==> src/rtl/riscv_pkg.sv <==
// Shared definitions for the fetch stage.
//   XLEN, RESET_PC, DEPTH : default widths, reset vector and queue depth
//   OPC_*                 : opcode field values (inst[6:2]) used by the control unit
//   fetch_state_e         : fetch sequencer states
package riscv_pkg;

    localparam int              XLEN     = 32;
    localparam logic [XLEN-1:0] RESET_PC = 32'h0000_0000;
    localparam int              DEPTH    = 2;

    localparam logic [4:0] OPC_RTYPE  = 5'b01100;
    localparam logic [4:0] OPC_LOAD   = 5'b00000;
    localparam logic [4:0] OPC_STORE  = 5'b01000;
    localparam logic [4:0] OPC_BRANCH = 5'b11000;

    typedef enum logic {
        BOOT = 1'b0,
        RUN  = 1'b1
    } fetch_state_e;

endpackage

==> src/rtl/fetch_queue.sv <==
// Small synchronous FIFO used for both the instruction queue and the PC tag
// queue of the fetch stage.
//   clk_i, rst_i : clock, asynchronous active-high reset (storage cleared too)
//   push_i/data_i: write an entry (ignored when full and not popping)
//   pop_i        : drop the head entry (ignored when empty)
//   flush_i      : empty the queue; wins over push/pop in the same cycle
//   data_o       : head entry
//   count_o      : number of valid entries
//   empty_o/full_o
module fetch_queue #(
    parameter int WIDTH = 32,
    parameter int DEPTH = 2,
    localparam int CW = $clog2(DEPTH + 1),
    localparam int PW = (DEPTH > 1) ? $clog2(DEPTH) : 1
) (
    input  logic             clk_i,
    input  logic             rst_i,
    input  logic             push_i,
    input  logic [WIDTH-1:0] data_i,
    input  logic             pop_i,
    input  logic             flush_i,
    output logic [WIDTH-1:0] data_o,
    output logic [CW-1:0]    count_o,
    output logic             empty_o,
    output logic             full_o
);

    logic [WIDTH-1:0] mem_q [DEPTH];
    logic [PW-1:0]    rd_q;
    logic [PW-1:0]    wr_q;
    logic [CW-1:0]    count_q;
    logic             do_push;
    logic             do_pop;

    function automatic logic [PW-1:0] next_ptr(input logic [PW-1:0] p);
        return (p == PW'(DEPTH - 1)) ? '0 : p + 1'b1;
    endfunction

    assign empty_o = (count_q == '0);
    assign full_o  = (count_q == CW'(DEPTH));
    assign count_o = count_q;
    assign data_o  = mem_q[rd_q];

    assign do_pop  = pop_i && !empty_o;
    // A full queue can still take a push when the head leaves in the same cycle.
    assign do_push = push_i && (!full_o || do_pop);

    always_ff @(posedge clk_i or posedge rst_i) begin
        if (rst_i) begin
            rd_q    <= '0;
            wr_q    <= '0;
            count_q <= '0;
            for (int i = 0; i < DEPTH; i++) begin
                mem_q[i] <= '0;
            end
        end else if (flush_i) begin
            rd_q    <= '0;
            wr_q    <= '0;
            count_q <= '0;
        end else begin
            if (do_push) begin
                mem_q[wr_q] <= data_i;
                wr_q        <= next_ptr(wr_q);
            end
            if (do_pop) begin
                rd_q <= next_ptr(rd_q);
            end
            count_q <= count_q + CW'(do_push) - CW'(do_pop);
        end
    end

endmodule

==> src/rtl/fetch_unit.sv <==
// Instruction fetch stage: owns the PC, issues word-aligned requests to
// instruction memory, buffers returned words and hands them to decode.
//   clk_i, rst_i                        : clock, asynchronous active-high reset
//   imem_req_valid_o/ready_i/addr_o     : request channel to instruction memory
//   imem_rsp_valid_i/data_i             : in-order responses, no backpressure
//   redirect_i, redirect_pc_i           : taken branch/jump, new fetch target
//   inst_valid_o/ready_i, inst_o        : instruction handed to decode
//   inst_pc_o                           : PC of inst_o
//   opcode_o                            : inst_o[6:2] for the control unit
//
// Handshakes: a transfer happens on a rising edge where valid and ready are
// both high. Valid never depends on ready in the same cycle, and once
// imem_req_valid_o is raised it stays high with a stable address until it is
// accepted, unless a redirect retargets the PC.
module fetch_unit #(
    parameter int              XLEN     = riscv_pkg::XLEN,
    parameter logic [XLEN-1:0] RESET_PC = riscv_pkg::RESET_PC,
    parameter int              DEPTH    = riscv_pkg::DEPTH
) (
    input  logic            clk_i,
    input  logic            rst_i,
    output logic            imem_req_valid_o,
    input  logic            imem_req_ready_i,
    output logic [XLEN-1:0] imem_req_addr_o,
    input  logic            imem_rsp_valid_i,
    input  logic [31:0]     imem_rsp_data_i,
    input  logic            redirect_i,
    input  logic [XLEN-1:0] redirect_pc_i,
    output logic            inst_valid_o,
    input  logic            inst_ready_i,
    output logic [31:0]     inst_o,
    output logic [XLEN-1:0] inst_pc_o,
    output logic [4:0]      opcode_o
);

    import riscv_pkg::*;

    localparam int CW = $clog2(DEPTH + 1);
    localparam int IW = 32 + XLEN;

    fetch_state_e    state_q, state_d;
    logic [XLEN-1:0] pc_q, pc_d;
    logic [CW-1:0]   out_q, out_d;     // accepted requests awaiting a response
    logic [CW-1:0]   drop_q, drop_d;   // responses still to be discarded

    logic            accept;
    logic            rsp_keep;
    logic            inst_pop;

    logic [IW-1:0]   iq_head;
    logic [CW-1:0]   iq_count;
    logic            iq_empty;
    logic            iq_full;
    logic [XLEN-1:0] tq_head;
    logic [CW-1:0]   tq_count;
    logic            tq_empty;
    logic            tq_full;

    // Buffered plus in-flight fetches are capped at DEPTH, so every response
    // is guaranteed a free queue slot without any backpressure to memory.
    assign imem_req_valid_o = (state_q == RUN) &&
                              (({1'b0, out_q} + {1'b0, iq_count}) < (CW + 1)'(DEPTH));
    assign imem_req_addr_o  = pc_q;
    assign accept           = imem_req_valid_o && imem_req_ready_i;

    // A response in a redirect cycle belongs to the abandoned path.
    assign rsp_keep = imem_rsp_valid_i && (drop_q == '0) && !redirect_i;

    assign inst_valid_o = !iq_empty;
    assign inst_pop     = inst_valid_o && inst_ready_i;
    assign inst_o       = iq_head[IW-1:XLEN];
    assign inst_pc_o    = iq_head[XLEN-1:0];
    assign opcode_o     = iq_head[XLEN+6:XLEN+2];

    // PC of each kept request, in issue order; popped as its response returns.
    fetch_queue #(.WIDTH(XLEN), .DEPTH(DEPTH)) u_tag_q (
        .clk_i   (clk_i),
        .rst_i   (rst_i),
        .push_i  (accept),
        .data_i  (pc_q),
        .pop_i   (rsp_keep),
        .flush_i (redirect_i),
        .data_o  (tq_head),
        .count_o (tq_count),
        .empty_o (tq_empty),
        .full_o  (tq_full)
    );

    fetch_queue #(.WIDTH(IW), .DEPTH(DEPTH)) u_inst_q (
        .clk_i   (clk_i),
        .rst_i   (rst_i),
        .push_i  (rsp_keep),
        .data_i  ({imem_rsp_data_i, tq_head}),
        .pop_i   (inst_pop),
        .flush_i (redirect_i),
        .data_o  (iq_head),
        .count_o (iq_count),
        .empty_o (iq_empty),
        .full_o  (iq_full)
    );

    always_comb begin
        state_d = RUN;
        out_d   = out_q + CW'(accept) - CW'(imem_rsp_valid_i);
        drop_d  = drop_q;
        pc_d    = pc_q;

        if (accept) begin
            pc_d = pc_q + XLEN'(4);   // wraps naturally from the top word to 0
        end

        if (redirect_i) begin
            pc_d   = {redirect_pc_i[XLEN-1:2], 2'b00};
            // Everything still in flight after this edge, including a request
            // accepted right now at the old PC, must be thrown away.
            drop_d = out_d;
        end else if (imem_rsp_valid_i && (drop_q != '0)) begin
            drop_d = drop_q - CW'(1);
        end
    end

    always_ff @(posedge clk_i or posedge rst_i) begin
        if (rst_i) begin
            state_q <= BOOT;
            pc_q    <= RESET_PC;
            out_q   <= '0;
            drop_q  <= '0;
        end else begin
            state_q <= state_d;
            pc_q    <= pc_d;
            out_q   <= out_d;
            drop_q  <= drop_d;
        end
    end

    a_push_not_full : assert property (@(posedge clk_i) disable iff (rst_i)
        rsp_keep |-> !iq_full);
    a_tag_present : assert property (@(posedge clk_i) disable iff (rst_i)
        rsp_keep |-> !tq_empty);
    a_tag_room : assert property (@(posedge clk_i) disable iff (rst_i)
        accept |-> !tq_full);
    a_out_bound : assert property (@(posedge clk_i) disable iff (rst_i)
        out_q <= CW'(DEPTH));
    a_drop_bound : assert property (@(posedge clk_i) disable iff (rst_i)
        drop_q <= CW'(DEPTH));
    a_count_bound : assert property (@(posedge clk_i) disable iff (rst_i)
        (iq_count <= CW'(DEPTH)) && (tq_count <= CW'(DEPTH)));

endmodule

==> config.mk <==
export PLATFORM = sky130hd
export DESIGN_NAME = fetch_unit
export DESIGN_NICKNAME = d
export VERILOG_FILES = /design/src/rtl/riscv_pkg.sv /design/src/rtl/fetch_queue.sv /design/src/rtl/fetch_unit.sv
export SDC_FILE = /design/constraint.sdc
export NUM_CORES = 1
export LEC_CHECK = 0
export ABC_AREA = 1
export BUFFER_PORTS_ARGS = -buffer_cell sky130_fd_sc_hd__buf_2
export CORE_ASPECT_RATIO = 1.75
export CORE_MARGIN = 2
export CORE_UTILIZATION = 37
export CTS_BUF_LIST = sky130_fd_sc_hd__clkbuf_8
export DETAILED_ROUTE_END_ITERATION = 7
export SYNTH_ARGS = -nofsm -noshare
export SYNTH_HDL_FRONTEND = slang
export SYNTH_SLANG_ARGS = --single-unit
==> constraint.sdc <==
create_clock -name clk_i -period 7.65 [get_ports clk_i]
set_input_delay 1.53 -clock clk_i [delete_from_list [all_inputs] [get_ports clk_i]]
set_output_delay 1.53 -clock clk_i [all_outputs]
set_load 0.01 [all_outputs]
After elaboration in Yosys (flattened, before gate mapping)
Cells that the tools add are included. W data, S select, Z words.

Flip-flop bits (word level): 237. Input bits: 70. Output and inout bits: 103.

Reduce and logical (&&, ||, !) cells: 31. Multiplexer cells: 30. Bitwise operators: 5. $add $sub $neg: 13. $lt $le $gt $ge: 7. Equality and inequality tests: 2.

Operators by type and width (number): $mux W64 (4); $mux W32 (6); $bwmux W128 (1); $bwmux W64 (1); $demux W64 S1 (1); $add A32 B3 Y32 const B (1); $demux W32 S1 (1); $reduce_bool A2 Y1 (7); $logic_and A1 B1 Y1 (12); $mux W1 (12); $ge A2 B2 Y1 const B (4); $mux W2 (4); $not A1 Y2 (4); $add A2 B1 Y2 (3); $logic_not A2 Y1 (3); $sub A2 B1 Y2 (3); $logic_not A1 Y1 (5); $add A1 B1 Y1 const B (4); $eq A2 B2 Y1 const B (2); $lt A2 B1 Y1 const B (2); $reduce_and A2 Y1 (2); $add A2 B2 Y3 (1); $lt A3 B2 Y1 const B (1); $logic_or A1 B1 Y1 (2); other kinds (2) (2).

Longest topological paths before layout
Gate-level depths: netlist (run 1).

Depth in word-level cells: 9. Gate-level depth with buffers: 13.

Modules after synthesis
A second synthesis (run 1) with hierarchy kept.

Cell total of the unflattened synthesis: 1622. Area total of the unflattened synthesis: 12497.0 µm².

By module, submodules not included: fetch_queue at u_inst_q (instances 1, area an instance 6511.2 µm², cells an instance 812, sequential area each 3303.2 µm²); fetch_queue at u_tag_q (instances 1, area an instance 3387.0 µm², cells an instance 423, sequential area each 1701.6 µm²); fetch_unit (instances 1, area an instance 2598.7 µm², cells an instance 387, sequential area each 875.8 µm²).

Least setup slack after synthesis (run 1)
OpenSTA, ideal clock, no wires.

Path type: register to output. Start point: reg u_inst_q.rd_q. End point: out opcode_o[2]. Arrival: 1.357 ns. Slack: 4.763 ns. Required time: 6.120 ns. Cell stages (with the launch flop): 6. Cells stage by stage: dfrtp_1 clkbuf_1 clkbuf_1 nand2_1 o21ai_0 buf_4.

Word-level cells in the longest chain between the ends: 4.

RTL lines: start: declaration (line fetch_queue.sv:29) `logic [PW-1:0] rd_q;`; start signal: assignment (line fetch_queue.sv:66) `rd_q <= next_ptr(rd_q);`; $not A1 Y2 (implied by the code) (line fetch_queue.sv:42) `assign data_o = mem_q[rd_q];`; $mux W64 (implied by the code) (3 in a row) (line fetch_queue.sv:42); end: declaration (line fetch_unit.sv:33) `output logic [4:0] opcode_o`.

No other way between the ends. The select of a mux whose other input is x is not followed.

Worst setup path after layout (run 1)
Start point: reg u_inst_q.rd_q. End point: out inst_pc_o[2].

Word-level cells in the longest chain between the ends: 4.

RTL lines: $not A1 Y2 (implied by the code) (line fetch_queue.sv:42); $mux W64 (implied by the code) (3 in a row) (line fetch_queue.sv:42); end: declaration (line fetch_unit.sv:32) `output logic [XLEN-1:0] inst_pc_o,`.

No other way between the ends. The select of a mux whose other input is x is not followed.

==> results of run 1 <==
-- cell families after synthesis --
group	count (synthesis)	share of synthesized area, %
AO/OA/AOI/OAI	254	12.7
XOR/XNOR	13	1.03
adder cells (fa/ha/maj)	9	1.08
buffers and inverters	247	10.1
flip-flops	227	51.2
multiplexers	1	0.101
other	2	0.0677
AND/OR/NAND/NOR	651	23.7
-- power breakdown --
part / internal (mW) / total [mW] / switching, mW
Sequential: 1.65 / 1.90 / 0.249
Clock: 0.614 / 1.10 / 0.483
Combinational: 0.585 / 1.57 / 0.983
Total: 2.85 / 4.57 / 1.71
-- worst max-delay path: stages, from the launching register on --
cell and delay [ns]:
dfrtp_4 0.66, buf_4 0.71, o21ai_0 0.37, buf_2 0.23
-- worst max-delay path by stage --
stage                              from                 end  slack, ns  depth (start not counted)
after floorplan                   rst_i           drop_q[0]       3.15                          1
after global placement       redirect_i  u_inst_q.mem_q[26]       3.37                         10
after detailed placement     redirect_i  u_inst_q.mem_q[16]       3.35                         10
after CTS                 u_inst_q.rd_q       inst_pc_o[21]       3.54                          3
after global routing      u_inst_q.rd_q         opcode_o[1]       3.40                          3
final                     u_inst_q.rd_q        inst_pc_o[2]       3.58                          3
-- cell type report --
| type | instances | share of cell area, % |
|---|---|---|
| well taps | 382 | 3.73 |
| repair buffers | 174 | 7.06 |
| clock buffers | 50 | 5.37 |
| clock inverters | 12 | 0.635 |
| multi-input cells | 933 | 33.7 |
| inverters | 172 | 5.11 |
| flip-flops and latches | 227 | 44.4 |
| diodes | 2 | 0.0391 |
-- registers in the layout, summed over array words and instances (netlist names) --
register,cells
imem_req_addr_o,30
u_inst_q.wr_q,1
u_tag_q.wr_q,1
u_inst_q.count_o,2
u_tag_q.count_o,2
u_tag_q.rd_q,1
state_q,1
u_inst_q.mem_q,124
u_inst_q.rd_q,1
drop_q,2
u_tag_q.mem_q,60
out_q,2
-- routing by layer --
metal / share of wire [%] / up-vias
met5: 0 / -
li1: - / 4626
met4: 4.5 / 0
met3: 4.5 / 66
met1: 42 / 4202
met2: 49 / 192
-- cell usage in the layout, fill, tap and decap left out, drive strengths merged, types with 2 or more instances in the layout --
cell type  instances
conb               5
ha                 8
o21ai            244
clkinv             5
inv              177
nor2              47
diode              2
xor2               9
clkbuf            50
nand4              2
o21bai             4
dfrtp            227
buf              174
xnor2              4
nand2            550
nand3             51
o221ai             3
==> results.md, run 1 <==
- Layout cells sized above 1: 19.3%
- Finished Layout Cells: 1952
- Detailed Route Iter0 Violations: 537
- DR vias/cell: 4.65
- Largest area contributor in the netlist: dfrtp_1
- CTS root buf: clkbuf_8
- Post-DP Area: 0.0120 mm²
- Sequential fraction of the synthesis area: 51.2%
- Number of I/O pins: 173
- Post-Syn Instances: 1404
- DRC: 0
- Slew Limit Headroom: 29.7%
- Synth area leaders: dfrtp_1, nand2_1, o21ai_0
- Vias in the first global route: 8986
- First-pass iteration count of the detailed router: 5
- Initial Utilization: 37.8%
- Register area: 0.00568 mm²
- R2r setup slk: 5.02 ns
- First-pass GRT wire length: 44900 µm
- Layout Utilization: 43.6%
- Yosys reg bits: 227
- Clock Sinks: 227
- Synth warn: 0
- Worst slack, placed: 3.35 ns
- CTS tree: done
- Post-CTS setup buffer count: 0
- GR Util met3: 3.06%
- Worst skew pair latency: 0.55 ns
- Routed WL per cell: 14.1 µm
- Status: completed
- FMAX: 246 MHz
- Chip height: 233 µm
- Hold WS: 0.475 ns
- Hold Path Depth: 2
- Hold Path Class: flip-flop to flip-flop
- Area delta synth->final: 15.4%
- Mapped Area: 0.0111 mm²
- Hold path start: u_inst_q.mem_q[31]
- Setup TNS: 0 ns
- Fillers: 3081
- Global route total overflow: 0
- Htree depth: 2
- Nets@finish: 1623
- Static leakage: 6.49 nW
- Tightest Pin Transition: 1.05 ns
- Row cnt: 83
- GRT met1 Usage: 21.6%
- WS Path Type: flip-flop to output port
- Endpoints failing setup: 0
- Crit path DAT: 2.54 ns
- Cell with the most instances after synthesis: nand2_1
- Synth cell types: 37
- Die ar.: 0.0314 mm²
- Initial antenna violation count: 2
- Critical Path Source Type: flip-flop
- Post-Synthesis Mean Instance Area: 7.90 µm²
- Crit Path Max Fanout: 87
- Hold bufs inserted after CTS: 0
- CTS buffer count: 36
- RSZ-0062 raised after global routing: false
- Worst reg2reg path depth: 10
- Most used DFF post-synth: dfrtp_1
- FF-to-FF Start: u_inst_q.count_o[0]
- Die width: 135 µm
- Worst endpoint required time: 6.12 ns
- Share of the synthesized area in the top cell type: 51.2%
- Power density over the cells: 357 mW/mm²
- CTS clock-pin slew for the worst setup and hold paths: 0.07 ns
- Tot GR Track Use: 17.9%
- Inst Count DP: 1888
- Post-cts sizing count: 0
- Max cap viols: 0
- Design area: 0.0128 mm²
- Synth top cells by count: nand2_1, dfrtp_1, inv_1
- Final WS setup: 3.58 ns
- Final Hold Fails: 0
- Crit Reg-Reg Endpoint: u_tag_q.mem_q[26]
- Fin. max-slew vios: 0
- Met2 Use GR: 30.4%
- Post-Route WL: 27600 µm
- Hold EP: u_inst_q.mem_q[31]
- Tot Pwr: 4.57 mW
- ANT nets after route: 0
- Routed vias: 9086
- PortBufs: 166
- Worst VDD drop: 133 µV
- HPWL Detailed: 18300 µm
- RePlAce Congestion: 0.868
- Tmin final: 4.07 ns
- Final Skew: 0.0308 ns
- Tcrit/Tclk final: 53.2%
- Core area: 0.0294 mm²
- Post-synth EDFFs: 0
- Largest net degree at the start of global routing: 135
- GRT busiest layer: met2
- Area used by multi-input combinational logic: 0.00431 mm²
- Critical path endpoint category: output port
- Maximum clock insertion buffer count: 3
- Ys async rst share: 100%
Power figures use the tool's default switching activity.
==> inputs of run 2 (changes only) <==
- ABC_AREA: 1 -> 0
- clock period: 7.65 -> 3.8 ns (I/O delays scaled with it)
==> results.md, run 2 <==
- Tot GR Track Use: 16.8%
- Cell Chain, Critical Path: buf_4 > mux2_2 > buf_2
- Worst skew pair latency: 0.55 ns
- Worst VDD drop: 385 µV
- Core area: 0.0279 mm²
- Met3 WL: 1060 µm
- Post-Synthesis Mean Instance Area: 13.5 µm²
- Inst Count DP: 1281
- Global route total overflow: 0
- Most common cell after layout, fill and taps aside: mux2_2
- Post-CTS setup buffer count: 0
- Initial antenna violation count: 1
- Largest area contributor in the netlist: dfrtp_1
- Sequential share of power: 42.9%
- Most used DFF post-synth: dfrtp_1
- Crit path DAT: 2.32 ns
- Area used by multi-input combinational logic: 0.00448 mm²
- Crit Path Max Fanout: 40
- Simple-gate share of the synthesized area: 6.90%
- Synth cell types: 43
- HPWL Detailed: 16200 µm
- Post-Syn Instances: 772
- Fillers: 2623
- CTS clock-pin slew for the worst setup and hold paths: 0.07 ns
- Hold bufs inserted after CTS: 0
- Design area: 0.0124 mm²
- Synth warn: 0
- Clock Sinks: 227
- Top Layer Used: met4
- Max FFs per register: 124
- CTS tree: done
- Register area: 0.00568 mm²
- Slew Limit Headroom: 47.3%
- Switching power total: 2.88 mW
- WS Path Type: flip-flop to output port
- FMAX: 325 MHz
- Nets@finish: 1026
- Die ar.: 0.0296 mm²
- Cell with the most instances after synthesis: mux2_2
- Detailed Route Iter0 Violations: 405
- Htree depth: 2
- Tightest Pin Transition: 0.791 ns
- Synth Area in XOR/XNOR: 1.43%
- Layout cells sized above 1: 54.0%
- Critical path endpoint category: output port
- Die width: 131 µm
- Chip height: 226 µm
- Pint: 6.21 mW
- PortBufs: 166
- Power density over the cells: 733 mW/mm²
- Synth Area in Compound Gates: 3.10%
- Most frequent cells in the layout: mux2_2, dfrtp_1, buf_2
- Sw Share: 31.7%
- ANT nets after route: 0
- Ys async rst share: 100%
- Post-synth EDFFs: 0
- Setup TNS: 0 ns
- Post-DP Area: 0.0117 mm²
- DR vias/cell: 5.03
- CTS root buf: clkbuf_8
- First-pass iteration count of the detailed router: 4
- Fin. max-slew vios: 0
- Routed WL per cell: 18.1 µm
- Largest net degree at the start of global routing: 100
- Largest family of logic cells by synthesized area: multiplexers
- Max cap viols: 0
- RePlAce Congestion: 0.751
- Critical Path Source Type: flip-flop
- Maximum clock insertion buffer count: 3
- Row cnt: 81
- Finished Layout Cells: 1343
- Share of the synthesized area in the top cell type: 54.5%
- Mapped Area: 0.0104 mm²
- Layout Utilization: 44.5%
- Yosys reg bits: 227
- Combinational share of power: 34.8%
- Synth top cells by count: mux2_2, dfrtp_1, nand2_1
- Worst endpoint required time: 3.04 ns
- Synth area leaders: dfrtp_1, mux2_2, or4_1
- Status: completed
- RSZ-0062 raised after global routing: false
- Sequential fraction of the synthesis area: 54.5%
- Clock power share: 22.3%
- Metal2 WL: 13100 µm
- Routed vias: 6758
- First-pass GRT wire length: 38400 µm
- Biggest register: u_inst_q.mem_q
- Endpoints failing setup: 0
- Vias in the first global route: 7198
- CP max-delay cell: dfrtp_4
- Post-synthesis mux area share: 30.0%
- Hold Path Class: input pin to asynchronous set/reset pin
- Tot Pwr: 9.09 mW
- Initial Utilization: 37.4%
- Number of I/O pins: 173
- Tcrit/Tclk final: 81.0%
- Adder-cell area share of the yosys netlist: 1.15%
- Post-Route WL: 24400 µm
- Final Hold Fails: 0
- CTS buffer count: 37
- Tmin final: 3.08 ns
- Met1 WL: 9540 µm
- Area delta synth->final: 18.8%
- Final Skew: 0.0205 ns
- Post-cts sizing count: 0
- Static leakage: 5.77 nW
- Crit path largest cell delay: 0.85 ns
- DRC: 0
==> run 2: changes by cell type after synthesis, sizes merged, moves of 14 or more <==
cell	before	now
a31oi	1	15
buf	50	32
inv	171	13
mux2	1	276
nand2	550	30
nand3	51	14
nor2	47	22
o21ai	244	15
or4	0	20
==> run 2: stage by stage <==
stage               worst slack, ns  hold slack [ns]
floorplan                    0.0740            0.454
global placement              0.960            0.465
detailed placement            0.964            0.475
CTS                           0.656            0.134
global route                  0.608            0.147
finish                        0.721            0.167
==> run 2: logic make-up after synthesis <==
group,after synthesis
xor+xnor,17
other cells,2
flops,227
buf+inv,64
mux,278
fa+ha+maj,9
compound gates,50
simple gates,125
==> run 2: final timing paths <==
check / from / end / cells past startpoint / slack (ns)
max: u_inst_q.rd_q / inst_pc_o[31] / 3 / 0.72
min: rst_i / u_inst_q.mem_q[98] / 2 / 0.17
max reg2reg: u_inst_q.count_o[0] / u_tag_q.mem_q[13] / 8 / 0.97
min reg2reg: u_tag_q.mem_q[40] / u_tag_q.mem_q[40] / 1 / 0.49
max in group asynchronous: rst_i / u_inst_q.rd_q / 3 / 2.50
min in group clk_i: redirect_pc_i[7] / imem_req_addr_o[7] / 3 / 0.42
==> run 2: layout make-up <==
type,instances,area share (%)
well taps,373,3.77
inverters,13,0.424
clock buffers,45,5.00
diodes,1,0.0202
clock inverters,16,0.576
flip-flops and latches,227,45.9
repair buffers,184,8.20
multi-input cells,484,36.1
==> run 2: power by group through the flow <==
stage | clock [mW] | combinational [mW] | sequential, mW
CTS | 2.12 | 3.25 | 3.91
global route | 2.22 | 3.50 | 4.04
global placement | 0 | 3.19 | 3.90
floorplan | 0 | 2.39 | 3.71
detailed placement | 0 | 3.23 | 3.95
finish | 2.03 | 3.16 | 3.90
==> run 2: per-layer routing <==
metal / GRT usage [%] / vias to the layer above
met2: 30.5 / 146
li1: - / 3126
met4: 5.97 / 0
met3: 3.48 / 46
met1: 19.3 / 3440
met5: 0 / -
==> run 2: critical path, delay by kind of cell, from the launching register on <==
kind / cells / cell delay [ns]
buffers and inverters: 2 / 0.50
muxes: 1 / 0.37
DFF: 1 / 0.85
==> inputs of run 3 (changes only) <==
- ABC_AREA: 0 -> 1
- clock period: 3.8 -> 3.1 ns (I/O delays scaled with it)
==> results.md, run 3 (synthesis gave the netlist of run 1 again) <==
- First-pass GRT wire length: 46000 µm
- Final Skew: 0.0396 ns
- Tightest Pin Transition: 0.745 ns
- Hold bufs inserted after CTS: 0
- Final Hold Fails: 0
- Crit path largest cell delay: 0.75 ns
- Max cap viols: 0
- Static leakage: 6.54 nW
- Crit Path Max Fanout: 75
- Layout cells sized above 1: 19.2%
- CP max-delay cell: dfrtp_4
- Tmin final: 2.73 ns
- Largest net degree at the start of global routing: 76
- FF-to-FF Start: u_inst_q.count_o[0]
- Post-cts sizing count: 0
- Finished Layout Cells: 1958
- Crit path DAT: 2.11 ns
- Chip height: 233 µm
- Htree depth: 2
- Worst endpoint required time: 2.48 ns
- HPWL Detailed: 19000 µm
- RSZ-0062 raised after global routing: false
- WS Path Type: flip-flop to output port
- FMAX: 366 MHz
- Tcrit/Tclk final: 88.1%
- ANT nets after route: 0
- CTS buffer count: 37
- Most frequent cells in the layout: nand2_1, dfrtp_1, inv_1
- Crit Reg-Reg Endpoint: u_tag_q.mem_q[52]
- Initial Utilization: 37.8%
- Post-CTS setup buffer count: 0
- First-pass iteration count of the detailed router: 5
- Vias in the first global route: 9031
- Area delta synth->final: 16.0%
- Worst skew pair latency: 0.56 ns
- Die ar.: 0.0314 mm²
- Hold Path Class: input pin to asynchronous set/reset pin
- Routed vias: 9109
- Status: completed
- Power density over the cells: 866 mW/mm²
- Post-Route WL: 28000 µm
- Number of I/O pins: 173
- Routed WL per cell: 14.3 µm
- Critical Path Source Type: flip-flop
- DRC: 0
- Nets@finish: 1631
- Die width: 135 µm
- Row cnt: 83
- Detailed Route Iter0 Violations: 665
- Fin. max-slew vios: 0
- CTS clock-pin slew for the worst setup and hold paths: 0.07 ns
- Most common cell after layout, fill and taps aside: nand2_1
- Max FFs per register: 124
- Biggest register: u_inst_q.mem_q
- Global route total overflow: 0
- Inst Count DP: 1895
- Core area: 0.0294 mm²
- Tot GR Track Use: 18.4%
- PortBufs: 166
- Worst slack, placed: 0.628 ns
- CTS tree: done
- R2r setup slk: 0.66 ns
- DR vias/cell: 4.65
- Clock Sinks: 227
- RePlAce Congestion: 0.849
- Final WS setup: 0.369 ns
- Layout Utilization: 43.8%
- Worst reg2reg path depth: 9
- Cell Chain, Critical Path: o21ai_0 > buf_2
- Critical path endpoint category: output port
- Initial antenna violation count: 1
- CTS root buf: clkbuf_8
- Worst VDD drop: 313 µV
- Maximum clock insertion buffer count: 3
- Slew Limit Headroom: 50.3%
- Endpoints failing setup: 0
[run 3: cell types whose count changed in the layout (fill, tap and decap cells not counted), sizes merged, moves of 9 or more]
cell,change
nand3,+37
mux2,-275
o21ai,+229
inv,+159
a31oi,-14
nand2,+520
nand4,-9
nor2,+25
or4,-20
o31ai,-11
[run 3: worst max-delay path, delay by kind of cell (launching register included)]
kind / cells / cell delay [ns]
flip-flops: 1 / 0.75
buffers and inverters: 1 / 0.23
AO/OA/AOI/OAI: 1 / 0.56
[run 3: worst max-delay path by stage]
| stage | startpoint | end | slack, ns |
|---|---|---|---|
| floorplan | rst_i | drop_q[0] | -0.49 |
| global placement | u_inst_q.count_o[0] | u_tag_q.mem_q[60] | 0.69 |
| CTS | u_inst_q.rd_q | inst_pc_o[12] | 0.32 |
| finish | u_inst_q.rd_q | inst_pc_o[9] | 0.37 |
| detailed placement | u_inst_q.count_o[0] | u_tag_q.mem_q[36] | 0.63 |
| global route | u_inst_q.rd_q | inst_pc_o[12] | 0.18 |
[run 3: final cells by class]
| class | count | area [µm²] |
|---|---|---|
| flip-flops and latches | 227 | 5680 |
| fillers | 3048 | 16500 |
| well taps | 382 | 478 |
| diodes | 1 | 2.50 |
| clock buffers | 46 | 633 |
| clock inverters | 16 | 71.3 |
| multi-input cells | 933 | 4310 |
| repair buffers | 181 | 1040 |
| inverters | 172 | 654 |
[run 3: where the power goes]
group | switching (mW) | internal (mW) | leakage, nW
clock network | 1.20 | 1.33 | 0.407
logic | 2.40 | 1.48 | 3.22
registers | 0.660 | 4.07 | 2.91
[run 3: per-stage QoR]
step / area (µm²) / TNS (ns) / power, mW / hold slack, ns
finish: 12900 / 0 / 11.1 / 0.196
global route: 12900 / 0 / 12.1 / 0.222
CTS: 12900 / 0 / 11.3 / 0.186
detailed placement: 12200 / 0 / 8.72 / 0.465
global placement: 12200 / 0 / 8.57 / 0.459
floorplan: 11100 / -110.32 / 7.31 / 0.442
[run 3: routing by layer]
layer / share of wire, % / vias up / GRT usage (%)
met2: 51 / 208 / 32.6
li1: - / 4636 / -
met5: 0 / - / 0
met3: 4.2 / 44 / 2.95
met4: 3.1 / 0 / 7.47
met1: 42 / 4221 / 22.1
